### config.mk
export PLATFORM = sky130hd
export DESIGN_NAME = string_banner
export DESIGN_NICKNAME = d
export VERILOG_FILES = /design/src/rtl/string_banner.sv
export SDC_FILE = /design/constraint.sdc
export NUM_CORES = 1
export LEC_CHECK = 0
export ABC_AREA = 1
export BUFFER_PORTS_ARGS = -buffer_cell sky130_fd_sc_hd__buf_4
export CORE_MARGIN = 5
export CORE_UTILIZATION = 25
export CTS_BUF_LIST = sky130_fd_sc_hd__clkbuf_4 sky130_fd_sc_hd__clkbuf_8
export CTS_CLUSTER_DIAMETER = 30
export DETAILED_ROUTE_END_ITERATION = 7
export SETUP_SLACK_MARGIN = 0.2
export SYNTH_ARGS = -nofsm -noshare
export SYNTH_HDL_FRONTEND = slang
export SYNTH_SLANG_ARGS = --single-unit
### constraint.sdc
create_clock -name clk -period 1.19 [get_ports clk]
set_input_delay 0.357 -clock clk [delete_from_list [all_inputs] [get_ports clk]]
set_output_delay 0.357 -clock clk [all_outputs]
set_load 0.02 [all_outputs]
### src/rtl/string_banner.sv
`default_nettype none
// ============================================================================
// Module   : string_banner
// Brief    : Multi-line, multi-message text overlay on the VGA bus with a
//            frame-timed typewriter reveal. Optional blink via the macro
//            STRING_BANNER_BLINK_EN (adds BLINK_ON_FRAMES / BLINK_OFF_FRAMES).
// Revision : 1.0 - initial release
// ============================================================================

`ifndef VGA_BUS_SIZE
`define VGA_BUS_SIZE 38
`endif

// Bus layout: {hcount[10:0], hsync, hblnk, vcount[10:0], vsync, vblnk, rgb[11:0]}

// ----------------------------------------------------------------------------
// draw_rect_char: locates the current pixel inside the character grid and
// overlays the glyph bit returned by the font ROM one cycle later.
// ----------------------------------------------------------------------------
module draw_rect_char #(
    parameter logic [11:0] COLOUR    = 12'hFFF,
    parameter int          FONT_SIZE = 1,
    parameter int          POS_X     = 0,
    parameter int          POS_Y     = 0,
    parameter int          SIZE_X    = 16,
    parameter int          SIZE_Y    = 1
) (
    input  logic                     clk,
    input  logic                     rst,
    input  logic                     i_text_en,
    input  logic [7:0]               i_char_pixels,
    input  logic [`VGA_BUS_SIZE-1:0] i_vga_bus,
    output logic [`VGA_BUS_SIZE-1:0] o_vga_bus,
    output logic [7:0]               o_char_xy,
    output logic [3:0]               o_char_line
);
    localparam int c_hc_lsb = 27;
    localparam int c_vc_lsb = 14;
    localparam int c_shift  = FONT_SIZE - 1;
    localparam int c_box_w  = (SIZE_X * 8) << c_shift;
    localparam int c_box_h  = (SIZE_Y * 16) << c_shift;

    logic [10:0] w_hcount;
    logic [10:0] w_vcount;
    logic [10:0] w_rel_x;
    logic [10:0] w_rel_y;
    logic [10:0] w_sx;
    logic [10:0] w_sy;
    logic        w_in_box;
    logic        w_unused;

    logic [`VGA_BUS_SIZE-1:0] r_bus1;
    logic [`VGA_BUS_SIZE-1:0] r_bus2;
    logic                     r_draw1;
    logic                     r_draw2;
    logic [2:0]               r_col1;
    logic [2:0]               r_col2;

    assign w_hcount = i_vga_bus[c_hc_lsb +: 11];
    assign w_vcount = i_vga_bus[c_vc_lsb +: 11];
    assign w_rel_x  = w_hcount - 11'(POS_X);
    assign w_rel_y  = w_vcount - 11'(POS_Y);
    assign w_sx     = w_rel_x >> c_shift;
    assign w_sy     = w_rel_y >> c_shift;
    assign w_in_box = (int'(w_hcount) >= POS_X) && (int'(w_vcount) >= POS_Y) &&
                      (int'(w_rel_x) < c_box_w) && (int'(w_rel_y) < c_box_h);
    assign w_unused = ^{w_sx[10:7], w_sy[10:8]};

    always_ff @(posedge clk) begin
        if (rst) begin
            r_bus1      <= '0;
            r_bus2      <= '0;
            r_draw1     <= 1'b0;
            r_draw2     <= 1'b0;
            r_col1      <= '0;
            r_col2      <= '0;
            o_char_xy   <= '0;
            o_char_line <= '0;
            o_vga_bus   <= '0;
        end else begin
            r_bus1      <= i_vga_bus;
            r_draw1     <= i_text_en & w_in_box;
            r_col1      <= w_sx[2:0];
            o_char_xy   <= {w_sx[6:3], w_sy[7:4]};
            o_char_line <= w_sy[3:0];

            // Font data for stage-1 coordinates arrives alongside stage 2
            r_bus2  <= r_bus1;
            r_draw2 <= r_draw1;
            r_col2  <= r_col1;

            o_vga_bus <= r_bus2;
            if (r_draw2 && i_char_pixels[3'd7 - r_col2]) begin
                o_vga_bus[11:0] <= COLOUR;
            end
        end
    end
endmodule

// ----------------------------------------------------------------------------
// font_rom: compact built-in glyph set. Code 0x00 and space are blank; other
// codes render their 7-bit code with a leading set bit, top and bottom rows
// kept clear as inter-line spacing. Registered read.
// ----------------------------------------------------------------------------
module font_rom (
    input  logic        clk,
    input  logic [10:0] i_addr,
    output logic [7:0]  o_char_line_pixels
);
    logic [6:0] w_code;
    logic [3:0] w_line;

    assign w_code = i_addr[10:4];
    assign w_line = i_addr[3:0];

    always_ff @(posedge clk) begin
        if (w_code == 7'h00 || w_code == 7'h20 || w_line == 4'h0 || w_line == 4'hF) begin
            o_char_line_pixels <= 8'h00;
        end else begin
            o_char_line_pixels <= {1'b1, w_code};
        end
    end
endmodule

// ----------------------------------------------------------------------------
// string_banner: top level
// ----------------------------------------------------------------------------
module string_banner #(
    parameter logic [11:0] TEXT_COLOUR   = 12'hFFF,
    parameter int          FONT_SIZE     = 1,
    parameter int          TEXT_POS_X    = 0,
    parameter int          TEXT_POS_Y    = 0,
    parameter int          TEXT_SIZE_X   = 16,
    parameter int          TEXT_SIZE_Y   = 1,
    parameter int          MSG_COUNT     = 2,
    parameter int          MSG_SEL_W     = 1,
    parameter logic [MSG_COUNT*TEXT_SIZE_X*TEXT_SIZE_Y*8-1:0] MESSAGES =
        {(MSG_COUNT*TEXT_SIZE_X*TEXT_SIZE_Y){8'h20}},
    parameter int          REVEAL_FRAMES = 4
`ifdef STRING_BANNER_BLINK_EN
    ,
    parameter int          BLINK_ON_FRAMES  = 30,
    parameter int          BLINK_OFF_FRAMES = 30
`endif
) (
    input  logic                     clk,
    input  logic                     rst,
    input  logic                     module_en,
    input  logic [MSG_SEL_W-1:0]     msg_sel,
    input  logic                     restart,
    input  logic [`VGA_BUS_SIZE-1:0] vga_bus_in,
    output logic [`VGA_BUS_SIZE-1:0] vga_bus_out,
    output logic                     reveal_done
);
    localparam int c_vsync_bit = 13;
    localparam int c_n         = TEXT_SIZE_X * TEXT_SIZE_Y;
    localparam int c_total     = MSG_COUNT * c_n;
    localparam int c_cnt_w     = $clog2(c_n + 1);
    localparam int c_fc_w      = (REVEAL_FRAMES > 1) ? $clog2(REVEAL_FRAMES) : 1;
    localparam logic [c_cnt_w-1:0] c_n_cnt = c_cnt_w'(c_n);

    logic                 r_vsync_prev;
    logic                 r_frame_tick;
    logic                 r_en_prev;
    logic [MSG_SEL_W-1:0] r_act_msg;
    logic [c_fc_w-1:0]    r_frame_cnt;
    logic [c_cnt_w-1:0]   r_reveal_cnt;
    logic                 r_reveal_done;

    logic       w_load;
    logic       w_restart;
    logic       w_text_en;
    logic [7:0] w_char_xy;
    logic [3:0] w_char_line;
    logic [7:0] w_char_pixels;
    logic [6:0] w_char_code;
    int         w_idx;
    int         w_glob;

    assign w_load      = r_frame_tick && (int'(msg_sel) < MSG_COUNT);
    assign w_restart   = restart || (module_en && !r_en_prev) ||
                         (w_load && (msg_sel != r_act_msg));
    assign reveal_done = r_reveal_done;

    always_ff @(posedge clk) begin
        if (rst) begin
            r_vsync_prev  <= 1'b0;
            r_frame_tick  <= 1'b0;
            r_en_prev     <= 1'b0;
            r_act_msg     <= '0;
            r_frame_cnt   <= '0;
            r_reveal_cnt  <= '0;
            r_reveal_done <= 1'b0;
        end else begin
            r_vsync_prev  <= vga_bus_in[c_vsync_bit];
            r_frame_tick  <= vga_bus_in[c_vsync_bit] & ~r_vsync_prev;
            r_en_prev     <= module_en;
            r_reveal_done <= (r_reveal_cnt == c_n_cnt) && module_en;

            if (w_load) begin
                r_act_msg <= msg_sel;
            end

            // Restart takes priority over a coincident frame tick
            if (!module_en || w_restart) begin
                r_frame_cnt  <= '0;
                r_reveal_cnt <= '0;
            end else if (REVEAL_FRAMES == 0) begin
                r_reveal_cnt <= c_n_cnt;
            end else if (r_frame_tick) begin
                if (int'(r_frame_cnt) == REVEAL_FRAMES - 1) begin
                    r_frame_cnt <= '0;
                    if (r_reveal_cnt != c_n_cnt) begin
                        r_reveal_cnt <= r_reveal_cnt + c_cnt_w'(1);
                    end
                end else begin
                    r_frame_cnt <= r_frame_cnt + c_fc_w'(1);
                end
            end
        end
    end

    // Characters past the reveal point render as the blank glyph
    always_comb begin
        w_char_code = 7'h00;
        w_idx       = 0;
        w_glob      = 0;
        if (int'(w_char_xy[7:4]) < TEXT_SIZE_X && int'(w_char_xy[3:0]) < TEXT_SIZE_Y) begin
            w_idx = int'(w_char_xy[3:0]) * TEXT_SIZE_X + int'(w_char_xy[7:4]);
            if (w_idx < int'(r_reveal_cnt)) begin
                w_glob      = int'(r_act_msg) * c_n + w_idx;
                w_char_code = MESSAGES[(c_total - 1 - w_glob) * 8 +: 7];
            end
        end
    end

`ifdef STRING_BANNER_BLINK_EN
    localparam int c_blink_max = (BLINK_ON_FRAMES > BLINK_OFF_FRAMES) ?
                                 BLINK_ON_FRAMES : BLINK_OFF_FRAMES;
    localparam int c_blink_w   = (c_blink_max > 1) ? $clog2(c_blink_max) : 1;

    logic [c_blink_w-1:0] r_blink_cnt;
    logic                 r_phase_on;

    // Text stays steady until the reveal completes, then alternates phases
    always_ff @(posedge clk) begin
        if (rst || w_restart || !r_reveal_done) begin
            r_phase_on  <= 1'b1;
            r_blink_cnt <= '0;
        end else if (r_frame_tick) begin
            if (r_phase_on) begin
                if (int'(r_blink_cnt) >= BLINK_ON_FRAMES - 1) begin
                    r_phase_on  <= 1'b0;
                    r_blink_cnt <= '0;
                end else begin
                    r_blink_cnt <= r_blink_cnt + c_blink_w'(1);
                end
            end else begin
                if (int'(r_blink_cnt) >= BLINK_OFF_FRAMES - 1) begin
                    r_phase_on  <= 1'b1;
                    r_blink_cnt <= '0;
                end else begin
                    r_blink_cnt <= r_blink_cnt + c_blink_w'(1);
                end
            end
        end
    end

    assign w_text_en = module_en & r_phase_on;
`else
    assign w_text_en = module_en;
`endif

    draw_rect_char #(
        .COLOUR    (TEXT_COLOUR),
        .FONT_SIZE (FONT_SIZE),
        .POS_X     (TEXT_POS_X),
        .POS_Y     (TEXT_POS_Y),
        .SIZE_X    (TEXT_SIZE_X),
        .SIZE_Y    (TEXT_SIZE_Y)
    ) u_draw_rect_char (
        .clk           (clk),
        .rst           (rst),
        .i_text_en     (w_text_en),
        .i_char_pixels (w_char_pixels),
        .i_vga_bus     (vga_bus_in),
        .o_vga_bus     (vga_bus_out),
        .o_char_xy     (w_char_xy),
        .o_char_line   (w_char_line)
    );

    font_rom u_font_rom (
        .clk                (clk),
        .i_addr             ({w_char_code, w_char_line}),
        .o_char_line_pixels (w_char_pixels)
    );
endmodule

`default_nettype wire

# Word-level counts from Yosys, hierarchy flattened
# Index checks and enable logic that the tools add are counted.
# word_totals
latchBits	0
romBits	0
output_inout_bits	39
memories	0
in_bits	43
ramBits	0
ff_bits	154
elab_cells	63
# classes
n_eq_ne	6
div_mod_pow	0
mul	0
n_lt_le_gt_ge	5
shift	1
reduce_logical	17
addsub	6
n_mux	7
bitwise_logic	3
# ops
operator	count
$shiftx 256x14->7 const A	1
$mux 7	2
$mux 12	1
$lt 11x5->1 const B	1
$lt 11x8->1 const B	1
$sub 5x10->11 const A	1
$add 5x9->10	1
$add 8x4->9	1
$lt 9x5->1	1
$mux 8	1
$eq 7x6->1 const B	1
$logic_not 7->1	1
$logic_or 1x1->1	6
$add 5x1->5 const B	1
$eq 5x5->1 const B	1
$logic_and 1x1->1	5
$ne 5x5->1 const B	1
$eq 4x4->1 const B	1
$logic_not 4->1	1
$lt 3x4->1 const B	1
$lt 4x1->1 const B	1
$bmux 1 s3	1
$reduce_and 3->1	1
$sub 3x3->3 const A	1
9 further kinds	11

# Longest topological paths before layout
# Gate-level depths: netlist of run 1.
# depth
ltp_word	11
depth_mapped	9
depth_no_buf	9

# Modules after synthesis
# A second synthesis of run 1 with hierarchy kept.
# hier_totals
hier_cells	553
hier_area_um2	4677.0
# by_module_without_submodules
module	seq_area_each_um2	area_each_um2	cells_each	n_inst
draw_rect_char	2322.2	3537.1	399	1
string_banner	240.2	872.1	121	1
font_rom	160.2	267.8	33	1

# Least setup slack after synthesis of run 1
# Ideal clock, no wire load.
# synth_path
kind	register -> register
from	register r_reveal_cnt[0]
to	register r_reveal_cnt[2]
n_path_buf	0
period_less_slack_ns	1.103
setup_ns	0.115
setup_slack_ns	0.087
path_stages_with_launch	9
required_ns	1.075
t_arrival_ns	0.988
cell_sequence	dfxtp_1 inv_1 ha_1 nand2_1 inv_1 nand2_2 nand2_1 nand2_1 a21oi_2
# synth_between
elab_chain_cells	2
elab_cells_between_ends	3
classes_between	add/sub: 1; eq/ne: 1; reduce/logical: 1
# synth_rtl
element	line_no	source
from (decl)	167	logic [c_cnt_w-1:0] r_reveal_cnt;
from (signal assigned)	209	r_reveal_cnt <= c_n_cnt;
from (signal assigned)	214	r_reveal_cnt <= r_reveal_cnt + c_cnt_w'(1);
parallel branches: the longest is 2 deep, another holds $add 5x1->5	n/a	
# Parallel ways; which one is timed is not known.
# A chain may end at the register's enable or synchronous reset.

# Worst setup path after layout of run 1
# layout_path
from	register u_draw_rect_char.o_vga_bus[26]
to	output vga_bus_out[26]
# layout_rtl
element	line_no	source
from (decl)	33	output logic [`VGA_BUS_SIZE-1:0] o_vga_bus,
from (signal assigned)	92	o_vga_bus <= r_bus2;
to (decl)	152	output logic [`VGA_BUS_SIZE-1:0] vga_bus_out,
# No word-level cell between the ends.

==> results of run 1 <==
[report_power, final]
part           total (mW)  internal, mW  switching, mW
Sequential           4.40          4.35         0.0523
Clock                3.43          1.79           1.64
Combinational       0.452         0.226          0.226
Total                8.29          6.37           1.92
[state kept, by name (all words and copies together) (netlist names)]
name and flops:
r_act_msg 1, u_draw_rect_char.r_bus1 38, reveal_done 1, r_frame_cnt 2, u_draw_rect_char.r_bus2 36, u_draw_rect_char.o_vga_bus 38
r_en_prev 1, r_frame_tick 1, r_reveal_cnt 5, u_draw_rect_char.r_col2 2
[worst min-delay path: cells and delay by family]
family,cells,cell delay [ns]
buffers and inverters,2,0.10
and+or+nand+nor,1,0.06
[metrics by stage]
stage,std cells,area [µm²]
after floorplan,434,3780
after global placement,690,4600
after global routing,726,5350
final,726,5350
after detailed placement,690,4600
after CTS,726,5260
[area by class of cell]
cell class                      instances  area, µm²  area share [%]
Clock buffer                           20        269            5.03
Timing Repair Buffer                   88        820            15.3
Sequential cell                       125       2560            47.8
Multi-Input combinational cell        168        863            16.1
Inverter                              129        495            9.26
Clock inverter                         12        114            2.13
Tap cell                              184        230            4.30
[placed cells by master, fill, tap and decap left out, types with 2 or more instances in the layout]
cell type,Yosys,layout
a21oi_2,4,4
buf_4,0,48
buf_6,1,39
clkbuf_8,0,19
clkinv_2,1,3
clkinv_4,0,5
clkinvlp_4,0,4
dfxtp_1,125,80
dfxtp_2,0,45
ha_4,0,2
inv_1,125,121
inv_2,3,5
inv_6,0,2
nand2_1,19,12
nand2_2,3,5
nand2_4,0,4
nand2_8,0,2
nand3_2,0,3
nand3_4,0,2
nand4_1,2,2
nor2_1,126,122
nor2_2,0,3
nor2_4,1,2
[per-layer routing]
metal | routed length [µm] | track usage, %
met3 | 469 | 3.91
met4 | 216 | 5.20
met2 | 3370 | 13.4
met1 | 3020 | 9.46
met5 | 0 | 0
[timing repair]
item                       in CTS  in global routing
setup endpoints to repair      46                 45
pin swaps                       8                  2
cloned                          1                  0
gates resized for setup        96                 20
buffers inserted                3                  0
[cells in the mapped netlist, drive strengths merged]
| cell | count |
|---|---|
| nor2 | 127 |
| dfxtp | 125 |
| clkbuf | 7 |
| a21oi | 5 |
| inv | 128 |
| buf | 6 |
| nand2 | 22 |
| o21ai | 1 |
| nor3 | 2 |
| nand3 | 5 |
| clkinv | 1 |
| ha | 3 |
| nand4 | 2 |
[kinds of logic (layout without fill, tap and decap cells)]
family          after synthesis  count (layout)  synth area share [%]
simple gates                158             159                  16.6
buf+inv                     142             249                  14.6
flops                       125             125                  66.6
compound gates                6               6                  1.20
fa+ha+maj                     3               3                  1.00
[worst max path at each step]
| stage | slack (ns) | depth (start not counted) | startpoint | end |
|---|---|---|---|---|
| after floorplan | 0.17 | 8 | r_reveal_cnt[1] | r_reveal_cnt[0] |
| after global placement | 0.07 | 8 | rst | r_reveal_cnt[1] |
| after detailed placement | 0.04 | 8 | rst | r_reveal_cnt[0] |
| after CTS | -0.10 | 1 | u_draw_rect_char.o_vga_bus[26] | vga_bus_out[26] |
| after global routing | -0.11 | 1 | u_draw_rect_char.o_vga_bus[25] | vga_bus_out[25] |
| final | -0.05 | 1 | u_draw_rect_char.o_vga_bus[26] | vga_bus_out[26] |
==> qor.csv, run 1 <==
metric;value;unit
status;complete, but fails checks;
violations;negative setup slack;
synth_top_area_share;66.6;%
hold_path.class;in2reg;
nNetsFinal;575;
crit_chain;buf_6;
hold_viol;0;
clkSlewWorstSetupHoldPaths;0.07;ns
syn_nets;480;
finalWirelength;7.08;mm
grt_pass1_vias;2633;
antenna_found_initial;0;
core;14600;µm²
cts_inserted_buffers;17;
grt_overflow_total;0;
gp_congestion;0.731;
fin_util;36.5;%
portBuffers;81;
setup_viol;39;
ctsHoldBuffers;0;
grt_max_degree;53;
arrival;0.88;ns
end_kind;output pin;
crit_path_max_fanout;1;
cpPeakStageDelay;0.35;ns
max_freq;0.806;GHz
yosysSeqAreaShare;66.6;%
first_pass_iters;4;
hold_end;u_draw_rect_char.r_bus1[0];
antennaDiodeCount;0;
p_leak;2.45;nW
reg2reg_from;r_reveal_cnt[0];
rr_endpoint;r_reveal_cnt[3];
p_per_area;1550;nW/µm²
netlist_instances;434;
min_period;1.24;ns
syn_to_final_growth;42.5;%
grt_pass1_wl;11.8;mm
power.total;8.29;mW
slowest_stage;dfxtp_2;
worstMarginPinSlew;0.250;ns
slew_headroom;83.3;%
clock-sinks;125;
yosys_warnings;0;
worst_clock_skew;0.00590;ns
post-place-ws;0.0441;ns
clk_path_buf_depth;2;
setup_slack;-0.0503;ns
postRouteAntennaNets;0;
nFillCells;1496;
slew_violations;0;
dp_hpwl;4.91;mm
routedWlPerCell;9.75;µm
whs_path_depth;3;
reg2reg_slack;0.07;ns
vias;2673;
synth_seq_cells;125;
die_area;17600;µm²
synth.distinct_cells;18;
vias_per_cell;3.68;
boundaryPins;82;
netlist_area;3750;µm²
ff2ff_path_depth;9;
fin_crit_sh;104;%
cap_violations;0;
cts_tree;built;
drt-initial-drc-count;103;
critical_path.top_delay_family;flip-flops;
drc;0;
yosysTopAreaCell;dfxtp_1;
vdd_drop_max;0.000814;V
start_util;25.6;%
rows;44;
critical_path_class;reg2out;
cts_max_level;4;
whs;0.135;ns
worstSetupStartpointType;flop;
die_x;133;µm
finalSetupTns;-0.946;ns
syn_avg_cell_area;8.65;µm²
hold_path_startpoint;vga_bus_in[0];
die_h;133;µm
synth_area_leaders;dfxtp_1, nor2_1, inv_1;
track_usage;8.54;%
required;0.83;ns
drive_gt1_share;37.3;%
worst-path-buf-inv;1;
rsz0062_at_grt;yes;
clk_latency;0.42;ns
cts_root_buf;clkbuf_8;
Note: power is estimated with default switching activity, not from simulation.
==> run 2: changes to the inputs <==
--- a/config.mk
+++ b/config.mk
@@ -7,11 +7,14 @@
 export LEC_CHECK = 0
 export ABC_AREA = 1
 export BUFFER_PORTS_ARGS = -buffer_cell sky130_fd_sc_hd__buf_4
+export CELL_PAD_IN_SITES_DETAIL_PLACEMENT = 1
+export CELL_PAD_IN_SITES_GLOBAL_PLACEMENT = 2
 export CORE_MARGIN = 5
 export CORE_UTILIZATION = 25
 export CTS_BUF_LIST = sky130_fd_sc_hd__clkbuf_4 sky130_fd_sc_hd__clkbuf_8
 export CTS_CLUSTER_DIAMETER = 30
 export DETAILED_ROUTE_END_ITERATION = 7
+export PLACE_DENSITY_LB_ADDON = 0.1
 export SETUP_SLACK_MARGIN = 0.2
 export SYNTH_ARGS = -nofsm -noshare
 export SYNTH_HDL_FRONTEND = slang
==> run 2 against run 1 <==
Effect of this change:
- the run still ends with negative setup slack left
- non-clock buffer count increased by 1
- final area fell by 0.30%
- hold slack lost 0.0012 ns
- utilization down 0.11 points
- largest cell class unchanged
- first-iteration DRC count down 12%
- die area did not move
- combinational power is 3% higher
- critical path depth did not move
==> qor.csv, run 2 (synthesized netlist as in run 1, its figures left out) <==
metric;value;unit;change
status;complete, but fails checks;;
violations;negative setup slack;;
reg2reg_from;r_reveal_cnt[0];;
postRouteAntennaNets;0;;unchanged
rr_endpoint;r_reveal_cnt[0];;
drc;0;;unchanged
cts_inserted_buffers;17;;unchanged
critical_path.top_delay_family;flip-flops;;
antenna_found_initial;0;;unchanged
cts_tree;built;;
p_per_area;1580;nW/µm²;+1.8%
vias;2638;;-1.3%
clk_latency;0.42;ns;about the same
rsz0062_at_grt;yes;;
hold_path.class;in2reg;;
crit_chain;buf_6;;
stdcell_area;5330;µm²;-0.30%
mostFrequentLayoutCell;inv_1;;
clkSlewWorstSetupHoldPaths;0.07;ns;about the same
clk_path_buf_depth;2;;unchanged
drive_gt1_share;37.7;%;+0.44 points
setup_slack;-0.0486;ns;+0.00175 ns
drt-initial-drc-count;91;;-12%
whs_path_depth;3;;unchanged
arrival;0.88;ns;about the same
dp_hpwl;5.04;mm;+2.6%
grt_pass1_wl;12.5;mm;+5.6%
grt_pass1_vias;2644;;+0.42%
worst_clock_skew;0.00810;ns;+0.00220 ns
worstSetupStartpointType;flop;;
clock-sinks;125;;unchanged
hold_viol;0;;unchanged
cts_root_buf;clkbuf_8;;
cp.depth;1;;unchanged
hold_end;u_draw_rect_char.r_bus1[34];;
layout_common_cells;inv_1, nor2_1, dfxtp_1, buf_4, dfxtp_2;;
antennaDiodeCount;0;;unchanged
setup_viol;39;;unchanged
cap_violations;0;;unchanged
nNetsFinal;576;;+0.17%
first_pass_iters;4;;unchanged
vdd_drop_max;0.000527;V;-35%
start_util;25.6;%;unchanged
boundaryPins;82;;unchanged
worstMarginPinSlew;0.341;ns;+0.0909 ns
required;0.83;ns;about the same
cpPeakStageDelay;0.35;ns;about the same
die_area;17600;µm²;unchanged
slowest_stage;dfxtp_2;;
portBuffers;81;;unchanged
finalSetupTns;-1.04;ns;-0.0981 ns
gp_congestion;0.676;;-7.6%
vias_per_cell;3.64;;-1.2%
placed_area;4600;µm²;+0.11%
core;14600;µm²;unchanged
die_h;133;µm;unchanged
worst-path-buf-inv;1;;unchanged
finalWirelength;7.47;mm;+5.5%
largestRegisters;u_draw_rect_char.o_vga_bus (38), u_draw_rect_char.r_bus1 (38), u_draw_rect_char.r_bus2 (36);;
rows;44;;unchanged
cts_max_level;4;;unchanged
hold_path_startpoint;vga_bus_in[34];;
die_x;133;µm;unchanged
reg2reg_slack;0.09;ns;+0.02 ns
p_leak;2.47;nW;+0.70%
routedWlPerCell;10.3;µm;+5.6%
max_freq;0.807;GHz;+0.14%
slew_headroom;77.2;%;-6.1 points
min_period;1.24;ns;-0.00175 ns
crit_path_max_fanout;1;;unchanged
grt_overflow_total;0;;unchanged
ff2ff_path_depth;8;;-1
slew_violations;0;;unchanged
track_usage;9.10;%;+0.56 points
end_kind;output pin;;
grt_max_degree;46;;-13%
critical_path_class;reg2out;;
syn_to_final_growth;42.1;%;
fin_crit_sh;104;%;-0.15 points
[run 2: metrics by stage]
step           hold slack, ns  setup WS [ns]  instances  total power [mW]  utilization, %
2_1_floorplan           0.388          0.175        434              4.70               -
3_3_place_gp            0.390         0.0771        689              4.92            31.4
6_report                0.134        -0.0486        725              8.41            36.4
3_5_place_dp            0.395        0.00995        689              4.93            31.4
5_1_grt                 0.106         -0.107        725              8.83            36.4
4_1_cts                0.0902        -0.0956        725              8.61            36.2
[run 2: worst max-delay path by stage]
stage	from	end	slack (ns)
final	u_draw_rect_char.o_vga_bus[22]	vga_bus_out[22]	-0.05
after global routing	u_draw_rect_char.o_vga_bus[4]	vga_bus_out[4]	-0.11
after CTS	u_draw_rect_char.o_vga_bus[22]	vga_bus_out[22]	-0.1
after detailed placement	rst	r_reveal_cnt[0]	0.01
after global placement	rst	r_reveal_cnt[1]	0.08
after floorplan	r_reveal_cnt[1]	r_reveal_cnt[0]	0.17
[run 2: power by group]
part / switching (mW) / internal (mW)
Sequential: 0.0497 / 4.35
Combinational: 0.234 / 0.231
Clock: 1.55 / 2.00
[run 2: per-layer routing]
metal  part of all wire, %  global-route usage (%)  vias to the layer above
li1                      -                       -                     1383
met1                    45                    10.6                     1186
met2                    47                    13.9                       54
met3                   5.5                    3.72                       15
met4                   2.4                    5.72                        0
met5                     0                       0                        -
[run 2: layout make-up]
cell class | count | area (µm²)
Tap cell | 184 | 230
Sequential cell | 125 | 2560
Inverter | 129 | 495
Clock buffer | 22 | 284
Timing Repair Buffer | 89 | 843
Fill cell | 1690 | 9310
Clock inverter | 8 | 92.6
Multi-Input combinational cell | 168 | 826
[run 2: timing repair]
item | 4_1_cts | 5_1_grt
setup endpoints to repair | 46 | 47
gates cloned | 1 | 0
gates resized for setup | 102 | 12
hold buffers | 0 | 0
buffers inserted | 5 | 0
pin swaps | 11 | 7
